<file path="config.mk">
export PLATFORM = sky130hd
export DESIGN_NAME = hazard_control_unit
export DESIGN_NICKNAME = d
export VERILOG_FILES = /design/src/rtl/hazard_control_unit.sv
export SDC_FILE = /design/constraint.sdc
export NUM_CORES = 1
export LEC_CHECK = 0
export CORE_UTILIZATION = 40
export DETAILED_ROUTE_END_ITERATION = 10
export GPL_ROUTABILITY_DRIVEN = 0
export PLACE_DENSITY = 0.67
export RECOVER_POWER = 25
export SYNTH_ARGS = -nofsm -noshare
export SYNTH_HDL_FRONTEND = slang
export SYNTH_SLANG_ARGS = --single-unit
</file>
<file path="constraint.sdc">
create_clock -name Clk -period 8.5 [get_ports Clk]
set_input_delay 1.7 -clock Clk [delete_from_list [all_inputs] [get_ports Clk]]
set_output_delay 1.7 -clock Clk [all_outputs]
set_load 0.05 [all_outputs]
</file>
<file path="src/rtl/hazard_control_unit.sv">
// Hazard detection for a 5-stage MIPS-style pipeline: load-use and
// branch-operand stalls, HI/LO interlock against a multi-cycle mult/div
// unit, control-flow flushes, and stall/flush event counters.
module hazard_control_unit #(
  parameter int unsigned MULDIV_CYCLES = 4
) (
  input  logic        Clk,
  input  logic        Reset,
  input  logic [4:0]  ID_RegRs,
  input  logic [4:0]  ID_RegRt,
  input  logic        ID_UsesRs,
  input  logic        ID_UsesRt,
  input  logic        ID_IsBranch,
  input  logic        ID_IsMulDiv,
  input  logic        ID_UsesHiLo,
  input  logic        BranchTaken,
  input  logic        Jump,
  input  logic        EX_RegWrite,
  input  logic        EX_MemRead,
  input  logic [4:0]  EX_Rd,
  input  logic        MEM_MemRead,
  input  logic [4:0]  MEM_Rd,
  output logic        PCWrite,
  output logic        IF_ID_Write,
  output logic        IF_ID_Flush,
  output logic        ID_EX_Bubble,
  output logic        MulDivBusy,
  output logic [31:0] StallCount,
  output logic [31:0] FlushCount
);

  localparam int unsigned CntW   = 4;
  localparam int unsigned CountW = 32;
  localparam logic [CntW-1:0] CntLoad = CntW'(MULDIV_CYCLES);

  typedef enum logic {IDLE, BUSY} mdState_t;

  mdState_t        mdState;
  logic [CntW-1:0] cnt;

  logic exHit;
  logic memHit;
  logic loadUseStall;
  logic branchStall;
  logic hiLoStall;
  logic stall;

  // Source-register match against a producer; r0 never matches
  assign exHit  = (EX_Rd != 5'd0) &&
                  ((ID_UsesRs && (ID_RegRs == EX_Rd)) ||
                   (ID_UsesRt && (ID_RegRt == EX_Rd)));
  assign memHit = (MEM_Rd != 5'd0) &&
                  ((ID_UsesRs && (ID_RegRs == MEM_Rd)) ||
                   (ID_UsesRt && (ID_RegRt == MEM_Rd)));

  // A load reaching a branch stalls twice: once in EX, once in MEM
  assign loadUseStall = EX_MemRead && exHit;
  assign branchStall  = ID_IsBranch &&
                        ((EX_RegWrite && exHit) || (MEM_MemRead && memHit));
  assign hiLoStall    = MulDivBusy && ID_UsesHiLo;
  assign stall        = loadUseStall || branchStall || hiLoStall;

  // Zero-latency pipeline control; a stalled branch has no valid outcome yet
  always_comb begin
    PCWrite      = 1'b1;
    IF_ID_Write  = 1'b1;
    ID_EX_Bubble = 1'b0;
    IF_ID_Flush  = 1'b0;
    if (stall) begin
      PCWrite      = 1'b0;
      IF_ID_Write  = 1'b0;
      ID_EX_Bubble = 1'b1;
    end else if (Jump || (ID_IsBranch && BranchTaken)) begin
      IF_ID_Flush = 1'b1;
    end
  end

  // Mult/div occupancy FSM; busy lasts exactly MULDIV_CYCLES cycles
  always_ff @(posedge Clk) begin
    if (Reset) begin
      mdState    <= IDLE;
      cnt        <= '0;
      MulDivBusy <= 1'b0;
    end else begin
      case (mdState)
        IDLE: begin
          if (ID_IsMulDiv && !stall) begin
            mdState    <= BUSY;
            cnt        <= CntLoad;
            MulDivBusy <= 1'b1;
          end
        end
        BUSY: begin
          if (cnt == CntW'(1)) begin
            mdState    <= IDLE;
            cnt        <= '0;
            MulDivBusy <= 1'b0;
          end else begin
            cnt <= cnt - CntW'(1);
          end
        end
        default: begin
          mdState    <= IDLE;
          cnt        <= '0;
          MulDivBusy <= 1'b0;
        end
      endcase
    end
  end

  // Free-running event counters, wrapping modulo 2^32
  always_ff @(posedge Clk) begin
    if (Reset) begin
      StallCount <= '0;
      FlushCount <= '0;
    end else begin
      StallCount <= StallCount + CountW'(stall);
      FlushCount <= FlushCount + CountW'(IF_ID_Flush);
    end
  end

endmodule

</file>
==> flow_summary_export.csv, run 1 <==
group,metric,value,unit
synth,synth_fa_ha_area_share,2.27,%
synth,synthSimpleGateAreaFrac,28.3,%
power_and_ir_drop,p_leak,1.71,nW
global_routing,grt_pass1_wl,12.5,mm
die,die_w,92.9,um
sta,hold_viol,0,
sta,tightest_slew,0.778,ns
sta,skew,0.0115,ns
detailed_routing,route.detailed.drc,0,
global_routing,grt_pass1_vias,2673,
clock_network,clk-insertion-delay-late,0.34,ns
power_and_ir_drop,powerDensity,153,mW/mm^2
synth,syn_area,0.00331,sq mm
detailed_routing,ant_nets,0,
finish,nets,521,
clock_network,cts.sinks,70,
synth,synth.area.mux_share,0,%
synth,yosys.area_share.xor_xnor,18.0,%
detailed_routing,highest_layer,"met4",
synth,synth-seq-area-share,42.4,%
sta,final.setup.tns,0,ns
hold_path,hp-class,"flop to flop",
synth,ys_ff_latch,70,
finish,n_antenna_cell,0,
sta,rsz0062_at_grt,"false",
clock_network,post_cts_buffers,0,
detailed_routing,drtIter0Drc,90,
global_routing,grt_overflow,0,
clock_network,cts_tree,"yes",
sta,min_period,5.89,ns
finish,fin_util,58.3,%
critical_path,worst_ep_required_time,6.80,ns
sta,setup_ws,2.61,ns
detailed_routing,viasPerCell,5.02,
die,die-height,92.9,um
clock_network,htreeDepth,3,
synth,synth_top_family_by_area,"simple AND/OR/NAND/NOR gates",
die,ios,101,
sta,fmax,170,MHz
global_routing,grtUsageTotal,18.0,%
synth,synth_cells,387,
detailed_routing,num_vias,2963,
power_and_ir_drop,sw_frac_of_total,26.0,%
synth,ys_warn_count,0,
detailed_routing,routedWlPerCell,12.5,um
die,die-area,0.00863,sq mm
sta,setup_viol,0,
detailed_routing,routed_wl,7.36,mm
die,start_util,42.1,%
flow_run,max_cap_viol_count,0,
clock_network,cts_resized,0,
critical_path,critPathKind,"input port to primary output",
critical_path,crit_fanout,4,
synth,synth_cell_type_count,36,
detailed_routing,met2_wirelength,3.44,mm
power_and_ir_drop,pwr-share-clk,38.3,%
critical_path,worstSetupEndpointType,"primary output",
power_and_ir_drop,seqPwrFrac,49.0,%
detailed_routing,met1Wirelength,3.44,mm
power_and_ir_drop,p_int,0.000518,W
clock_network,ctsHoldBuffers,0,
placed_design,pre_cts_ws,2.57,ns
clock_network,clk_path_buf_depth,2,
finish,area_delta_synth_final,38.3,%
global_routing,antenna_found_initial,0,
detailed_routing,firstDrtPassIters,4,
global_routing,grt_start_max_net_pins,76,
placed_design,io_buffer_count,100,
synth,synth.avg_cell_area,8.54,sq um
sta,fin_crit_sh,69.3,%
critical_path,critPathLaunchType,"input port",
die,coreArea,0.00785,sq mm
clock_network,cts-root-buf,"clkbuf_8",
synth,synth_nets,425,
placed_design,dp_hpwl,5.39,mm
critical_path,cp.arrival,4.19,ns
power_and_ir_drop,irDropWorstVdd,0.0919,mV
synth,synth_compound_area_share,6.09,%
finish,layout-drive-gt1-share,4.71,%
clock_network,cts_buffers,9,
power_and_ir_drop,power_frac_comb,12.7,%
die,fp-row-count,32,
detailed_routing,wl_met3,404,um
clock_network,clk_pin_slew,0.07,ns
sta,relSlewSlack,48.2,%
power_and_ir_drop,p_sw,0.000182,W
sta,slew_violations,0,
status,status,"finished, final reports clean",
==> power by group through the flow <==
stage	registers [W]	logic, W	clock network (W)
after floorplan	0.000360	0.0000447	0
final	0.000343	0.0000888	0.000268
after global routing	0.000344	0.0000967	0.000292
after CTS	0.000343	0.0000906	0.000277
after global placement	0.000351	0.0000892	0
after detailed placement	0.000351	0.0000900	0
==> cells in the mapped netlist <==
library cell  instances  area, sq um
a211o_1               2         17.5
a21o_1                2         15.0
a21oi_1              15         75.1
and2_1                1         6.26
and3_1                6         37.5
and4_1                5         43.8
and4b_1               1         10.0
buf_1                 4         15.0
buf_4                 1         7.51
clkbuf_1             10         37.5
clkbuf_2              1         5.00
dfxtp_1              70         1400
ha_1                  6         75.1
inv_1                 8         30.0
nand2_1              28          105
nand2b_1              1         6.26
nand3_1              21          105
nand4_1              20          125
nand4_2               1         12.5
nor2_1               54          203
nor2b_1               5         31.3
nor3_1               12         60.1
nor3b_1               3         22.5
nor4_1                6         37.5
o2111ai_1             1         8.76
o21ai_0              12         60.1
o22ai_1               4         25.0
or2_1                 1         6.26
or2_2                 1         6.26
or2_4                 1         8.76
or3_1                11         68.8
or3_2                 2         15.0
or3_4                 1         11.3
or4_1                 2         15.0
xnor2_1              28          245
xor2_1               40          350
==> through the flow <==
stage | total power (W) | area (sq um) | instances | hold WS [ns]
after floorplan | 0.000404 | 3310 | 387 | 0.547
after CTS | 0.000711 | 4570 | 590 | 0.490
after global routing | 0.000733 | 4570 | 590 | 0.524
after global placement | 0.000440 | 4370 | 574 | 0.471
after detailed placement | 0.000441 | 4370 | 574 | 0.480
final | 0.000700 | 4570 | 590 | 0.480
==> worst paths after layout <==
kind                        startpoint                        end  slack [ns]  cells after the start
min reg2reg  StallCount[31]$_SDFF_PP0_  StallCount[31]$_SDFF_PP0_        0.48                      2
min          StallCount[31]$_SDFF_PP0_  StallCount[31]$_SDFF_PP0_        0.48                      2
max                          MEM_Rd[1]                IF_ID_Flush        2.61                      6
max reg2reg    MulDivBusy$_SDFFE_PP0P_  StallCount[30]$_SDFF_PP0_        5.62                     10
==> per-layer routing <==
metal | track usage [%] | vias up
met5 | 0 | -
met4 | 5.00 | 0
met3 | 5.99 | 7
met2 | 29.3 | 72
met1 | 22.7 | 1362
li1 | - | 1522
==> cells by family after synthesis <==
logic type / Yosys count
AO/OA/AOI/OAI: 36
XOR/XNOR: 68
adder cells (fa/ha/maj): 6
buffers and inverters: 24
flip-flops: 70
AND/OR/NAND/NOR: 183
==> worst max-delay path, cell delays in order <==
cell	delay [ns]
clkdlybuf4s50_1	0.46
or4_1	0.53
o2111ai_1	0.23
nand3_1	0.21
nor2_1	0.21
clkdlybuf4s50_1	0.84
==> cell usage in the layout (no fill, tap or decap), types with 2 or more instances in the layout <==
master,n
a21o_1,2
nor3_1,12
clkinvlp_4,2
clkdlybuf4s50_1,65
and4_1,5
o22ai_1,4
dlygate4sd3_1,34
a211o_1,2
clkbuf_8,10
nor4_1,6
or4_1,2
inv_1,8
nand4_1,20
or3_2,2
ha_1,6
nand3_1,21
nor2b_1,5
o21ai_0,12
and3_1,6
xnor2_1,28
nor3b_1,3
xor2_1,40
a21oi_1,15
nand2_1,28
nor2_1,54
or3_1,11
dfxtp_1,70
==> area by class of cell <==
cell class,instances,area [sq um]
multi-input combinational,293,1810
tap,102,128
inverter,8,30.0
sequential,70,1400
clock inverter,5,58.8
fill,742,3280
timing repair buffer,101,1000
clock buffer,11,141
==> registers in the layout, summed over array words and instances (netlist names) <==
register and flops:
FlushCount 32, StallCount 32, cnt 4, MulDivBusy 1, mdState 1
No activity file was read; power rests on OpenSTA's default activity.
==> run 2: changes to the inputs <==
- clock period: 8.5 -> 5.75 ns (I/O delays scaled with it)
==> run 2 against run 1 <==
  * Final area about the same
  * Sequential power increased by 48%
  * Global-route usage increased by 0.42 points
  * Via count about the same
  * Critical path depth unchanged
  * Total power increased by 48%
  * First-iteration DRC count increased by 7.8%
  * Combinational power increased by 49%
  * Setup slack got worse by 1.6 ns
  * Sequential share of layout area about the same
  * Register-to-register slack got worse by 2.5 ns
  * Largest power group unchanged
==> flow_summary_export.csv, run 2 (synthesis results as in run 1) <==
group,metric,value,unit
status,status,"finished, final reports clean",
global_routing,antenna_found_initial,0,
sta,relSlewSlack,53.4,%
detailed_routing,viasPerCell,5.03,
detailed_routing,drtIter0Drc,97,
hold_path,min_to,"StallCount[31]$_SDFF_PP0_",
global_routing,grt_pass1_wl,12.9,mm
finish,fin_util,58.2,%
placed_design,io_buffer_count,100,
clock_network,htreeDepth,3,
die,fp-row-count,32,
global_routing,grtUsageTotal,18.4,%
die,die_w,92.9,um
detailed_routing,routed_wl,7.34,mm
detailed_routing,firstDrtPassIters,4,
clock_network,cts-root-buf,"clkbuf_8",
sta,setup_viol,0,
detailed_routing,routedWlPerCell,12.4,um
global_routing,grt_overflow,0,
die,start_util,42.1,%
critical_path,critPathSlowestCell,"clkdlybuf4s50_1",
placed_design,dp_hpwl,5.45,mm
clock_network,cts_buffers,9,
clock_network,clk-insertion-delay-late,0.34,ns
hold_path,hp-start,"StallCount[31]$_SDFF_PP0_",
critical_path,worst_ep_required_time,4.60,ns
placed_design,pre_cts_ws,0.936,ns
global_routing,grt_pass1_vias,2805,
sta,setup_ws,0.986,ns
critical_path,ff2ff_path_depth,10,
clock_network,ctsHoldBuffers,0,
sta,hold_viol,0,
clock_network,post_cts_buffers,0,
critical_path,critPathLaunchType,"input port",
sta,min_period,4.76,ns
finish,n_antenna_cell,0,
detailed_routing,route.detailed.drc,0,
finish,final_cell_mix,"70 x dfxtp_1, 65 x clkdlybuf4s50_1, 54 x nor2_1",
sta,fmax,210,MHz
power_and_ir_drop,p_leak,1.71,nW
critical_path,worstSetupEndpointType,"primary output",
detailed_routing,num_vias,2965,
clock_network,cts.sinks,70,
hold_path,min_path_cells,2,
sta,fin_crit_sh,82.9,%
critical_path,crit_fanout,4,
clock_network,cts_tree,"yes",
die,ios,101,
hold_path,hp-class,"flop to flop",
power_and_ir_drop,powerDensity,226,mW/mm^2
detailed_routing,ant_nets,0,
sta,tightest_slew,0.698,ns
critical_path,r2r_start,"MulDivBusy$_SDFFE_PP0P_",
die,coreArea,0.00785,sq mm
finish,fillers,750,
critical_path,crit_top_cell,"clkdlybuf4s50_1",
critical_path,path_cells,"clkdlybuf4s50_1, or4_1, o2111ai_1, nand3_1, nor2_1, clkdlybuf4s50_1",
finish,final_common_cell,"dfxtp_1",
sta,skew,0.0110,ns
finish,area_delta_synth_final,38.2,%
finish,nets,521,
die,die-height,92.9,um
finish,layout-drive-gt1-share,4.92,%
clock_network,cts_resized,0,
finish,reg.largest.list,"FlushCount x32, StallCount x32, cnt x4",
sta,slew_violations,0,
critical_path,cp.arrival,3.61,ns
power_and_ir_drop,irDropWorstVdd,0.140,mV
global_routing,grt_start_max_net_pins,40,
critical_path,rrSetupSlack,3.12,ns
sta,rsz0062_at_grt,"false",
critical_path,r2r-end,"StallCount[30]$_SDFF_PP0_",
sta,final.setup.tns,0,ns
die,die-area,0.00863,sq mm
clock_network,clk_path_buf_depth,2,
flow_run,max_cap_viol_count,0,
clock_network,clk_pin_slew,0.08,ns
critical_path,slowest_delay,0.83,ns
critical_path,critPathKind,"input port to primary output",
[run 2: final cells by class]
class                           count  area, sq um  area share, %
Clock inverter                      7         72.6           1.59
Timing Repair Buffer              101         1000           22.0
Clock buffer                        9          124           2.71
Tap cell                          102          128           2.79
Sequential cell                    70         1400           30.7
Multi-Input combinational cell    293         1810           39.6
Inverter                            8         30.0          0.657
[run 2: per-stage QoR]
stage	hold slack [ns]	area [sq um]	power (W)	instances
final	0.490	4570	0.00103	590
after global routing	0.517	4570	0.00109	590
after CTS	0.496	4570	0.00105	590
after detailed placement	0.484	4370	0.000652	574
after global placement	0.469	4370	0.000651	574
after floorplan	0.547	3310	0.000598	387
[run 2: per-layer routing]
layer  vias up  wire length, um  GRT usage [%]
met2        76             3360           30.1
met3         7              401           5.09
met5         -                0              0
met4         0               69           5.90
met1      1351             3520           23.5
li1       1531                -              -
[run 2: how the worst max path moves through the flow]
stage               startpoint                   endpoint  slack [ns]  cells after the start
global placement     MEM_Rd[1]                IF_ID_Flush        1.01                      6
global route         MEM_Rd[2]                IF_ID_Flush        0.83                      6
detailed placement   MEM_Rd[1]                IF_ID_Flush        0.94                      6
CTS                  MEM_Rd[1]                IF_ID_Flush        0.94                      6
floorplan            MEM_Rd[1]  FlushCount[20]$_SDFF_PP0_        0.83                     11
finish               MEM_Rd[1]                IF_ID_Flush        0.99                      6
[run 2: where the power goes]
group / switching, W / internal (W) / total (W)
sequential: 0.0000110 / 0.000496 / 0.000507
combinational: 0.0000743 / 0.0000574 / 0.000132
clock: 0.000194 / 0.000202 / 0.000395
total: 0.000279 / 0.000755 / 0.00103
[run 2: critical path: cells and delay by family]
kind | cells | cell delay, ns
simple gates | 3 | 0.93
buf+inv | 2 | 1.31
compound gates | 1 | 0.22
==> run 3: changes to the inputs <==
- PLACE_DENSITY: 0.67 -> 0.7
- clock period: 5.75 -> 3.8 ns (I/O delays scaled with it)
==> run 3 against run 2 <==
  * Count of clock-buffer cells in the layout grew 1
  * Setup slack worse by 0.83 ns
  * Combinational power up 75%
  * Sequential power grew 51%
  * Global-route usage is 0.78 points higher
==> flow_summary_export.csv, run 3 (synthesis results as in run 1) <==
group,metric,value,unit
clock_network,cts-root-buf,"clkbuf_8",
power_and_ir_drop,powerDensity,339,mW/mm^2
clock_network,clk-insertion-delay-late,0.34,ns
detailed_routing,routedWlPerCell,12.8,um
finish,nets,547,
flow_run,max_cap_viol_count,0,
global_routing,grt_start_max_net_pins,56,
critical_path,critPathKind,"input port to flop",
detailed_routing,route.detailed.drc,0,
sta,min_period,3.65,ns
sta,slew_violations,0,
critical_path,worst_ep_required_time,4.07,ns
sta,setup_ws,0.151,ns
critical_path,worstSetupEndpointType,"flop",
sta,setup_viol,0,
sta,relSlewSlack,62.8,%
sta,hold_viol,0,
clock_network,cts_tree,"yes",
status,status,"finished, final reports clean",
detailed_routing,drtIter0Drc,87,
die,die-height,92.9,um
placed_design,dp_hpwl,5.93,mm
placed_design,io_buffer_count,100,
finish,reg.largest.list,"FlushCount x32, StallCount x32, cnt x4",
critical_path,slowest_delay,0.47,ns
clock_network,ctsHoldBuffers,0,
clock_network,htreeDepth,3,
global_routing,grt_pass1_vias,2947,
finish,final_cell_mix,"70 x dfxtp_1, 59 x clkdlybuf4s50_1, 53 x nor2_1",
finish,layout-drive-gt1-share,11.3,%
critical_path,cp.arrival,3.92,ns
critical_path,crit_fanout,7,
power_and_ir_drop,p_leak,1.89,nW
critical_path,path_cells,"clkdlybuf4s50_1, xor2_1, nor4_1, nand3_1, a211o_1, nand3_4, ha_2, and4_4, nand4_1, or3_4, or2_4, or3_1, a21oi_1",
detailed_routing,num_vias,3080,
sta,fin_crit_sh,96.0,%
die,fp-row-count,32,
placed_design,pre_cts_ws,-0.279,ns
die,ios,101,
die,die_w,92.9,um
global_routing,grtUsageTotal,19.2,%
global_routing,antenna_found_initial,0,
detailed_routing,viasPerCell,5.00,
clock_network,clk_pin_slew,0.07,ns
hold_path,hp-class,"flop to flop",
die,start_util,42.1,%
clock_network,cts.sinks,70,
detailed_routing,routed_wl,7.90,mm
critical_path,critPathLaunchType,"input port",
clock_network,clk_path_buf_depth,2,
sta,final.setup.tns,0,ns
clock_network,cts_buffers,9,
power_and_ir_drop,irDropWorstVdd,0.197,mV
finish,n_antenna_cell,0,
die,die-area,0.00863,sq mm
finish,fin_util,61.8,%
sta,tightest_slew,0.552,ns
global_routing,grt_pass1_wl,13.2,mm
critical_path,critPathSlowestCell,"clkdlybuf4s50_1",
sta,fmax,274,MHz
sta,skew,0.0145,ns
sta,timing.hold.ws,0.486,ns
global_routing,grt_overflow,0,
die,coreArea,0.00785,sq mm
finish,area_delta_synth_final,46.8,%
finish,final_common_cell,"dfxtp_1",
detailed_routing,firstDrtPassIters,4,
detailed_routing,ant_nets,0,
sta,rsz0062_at_grt,"false",
[run 3: cell type report]
| type | instances | area (sq um) |
|---|---|---|
| Fill cell | 723 | 2990 |
| Multi-Input combinational cell | 293 | 1840 |
| Sequential cell | 70 | 1400 |
| Timing Repair Buffer | 127 | 1240 |
| Clock buffer | 10 | 128 |
| Tap cell | 102 | 128 |
| Clock inverter | 6 | 86.3 |
| Inverter | 8 | 30.0 |
[run 3: worst max-delay path: cells and delay by family]
| family | cells | cell delay (ns) |
|---|---|---|
| AND/OR/NAND/NOR | 8 | 1.85 |
| AO/OA/AOI/OAI | 2 | 0.49 |
| buffers and inverters | 1 | 0.47 |
| adder cells (fa/ha/maj) | 1 | 0.20 |
| XOR/XNOR | 1 | 0.17 |
[run 3: through the flow]
step	cell area [sq um]	power, W	std cells
global placement	4620	0.00101	599
CTS	4830	0.00166	615
finish	4850	0.00164	616
floorplan	3330	0.000908	387
detailed placement	4620	0.00102	599
global route	4850	0.00172	616
[run 3: final timing paths]
kind	start	endpoint	slack, ns	cells past startpoint
max reg2reg	MulDivBusy$_SDFFE_PP0P_	StallCount[31]$_SDFF_PP0_	1.47	9
min reg2reg	MulDivBusy$_SDFFE_PP0P_	MulDivBusy$_SDFFE_PP0P_	0.49	2
max	ID_RegRt[1]	StallCount[31]$_SDFF_PP0_	0.15	13
min	MulDivBusy$_SDFFE_PP0P_	MulDivBusy$_SDFFE_PP0P_	0.49	2
[run 3: where the power goes]
part	total (W)	leakage [nW]	internal [W]	switching [W]
clock	0.000646	0.106	0.000368	0.000277
sequential	0.000768	0.565	0.000750	0.0000173
combinational	0.000231	1.22	0.000110	0.000121
total	0.00164	1.89	0.00123	0.000415
[run 3: what timing repair did]
item,in CTS,in global routing
setup endpoints to repair,0,4
resized for setup,0,5
buffers inserted,0,1
[run 3: per-layer routing]
| layer | wire length (um) | global-route usage [%] | vias up |
|---|---|---|---|
| met5 | 0 | 0 | - |
| met4 | 135 | 6.92 | 0 |
| met3 | 370 | 5.58 | 14 |
| met2 | 3850 | 32.9 | 71 |
| met1 | 3540 | 22.7 | 1422 |
| li1 | - | - | 1573 |
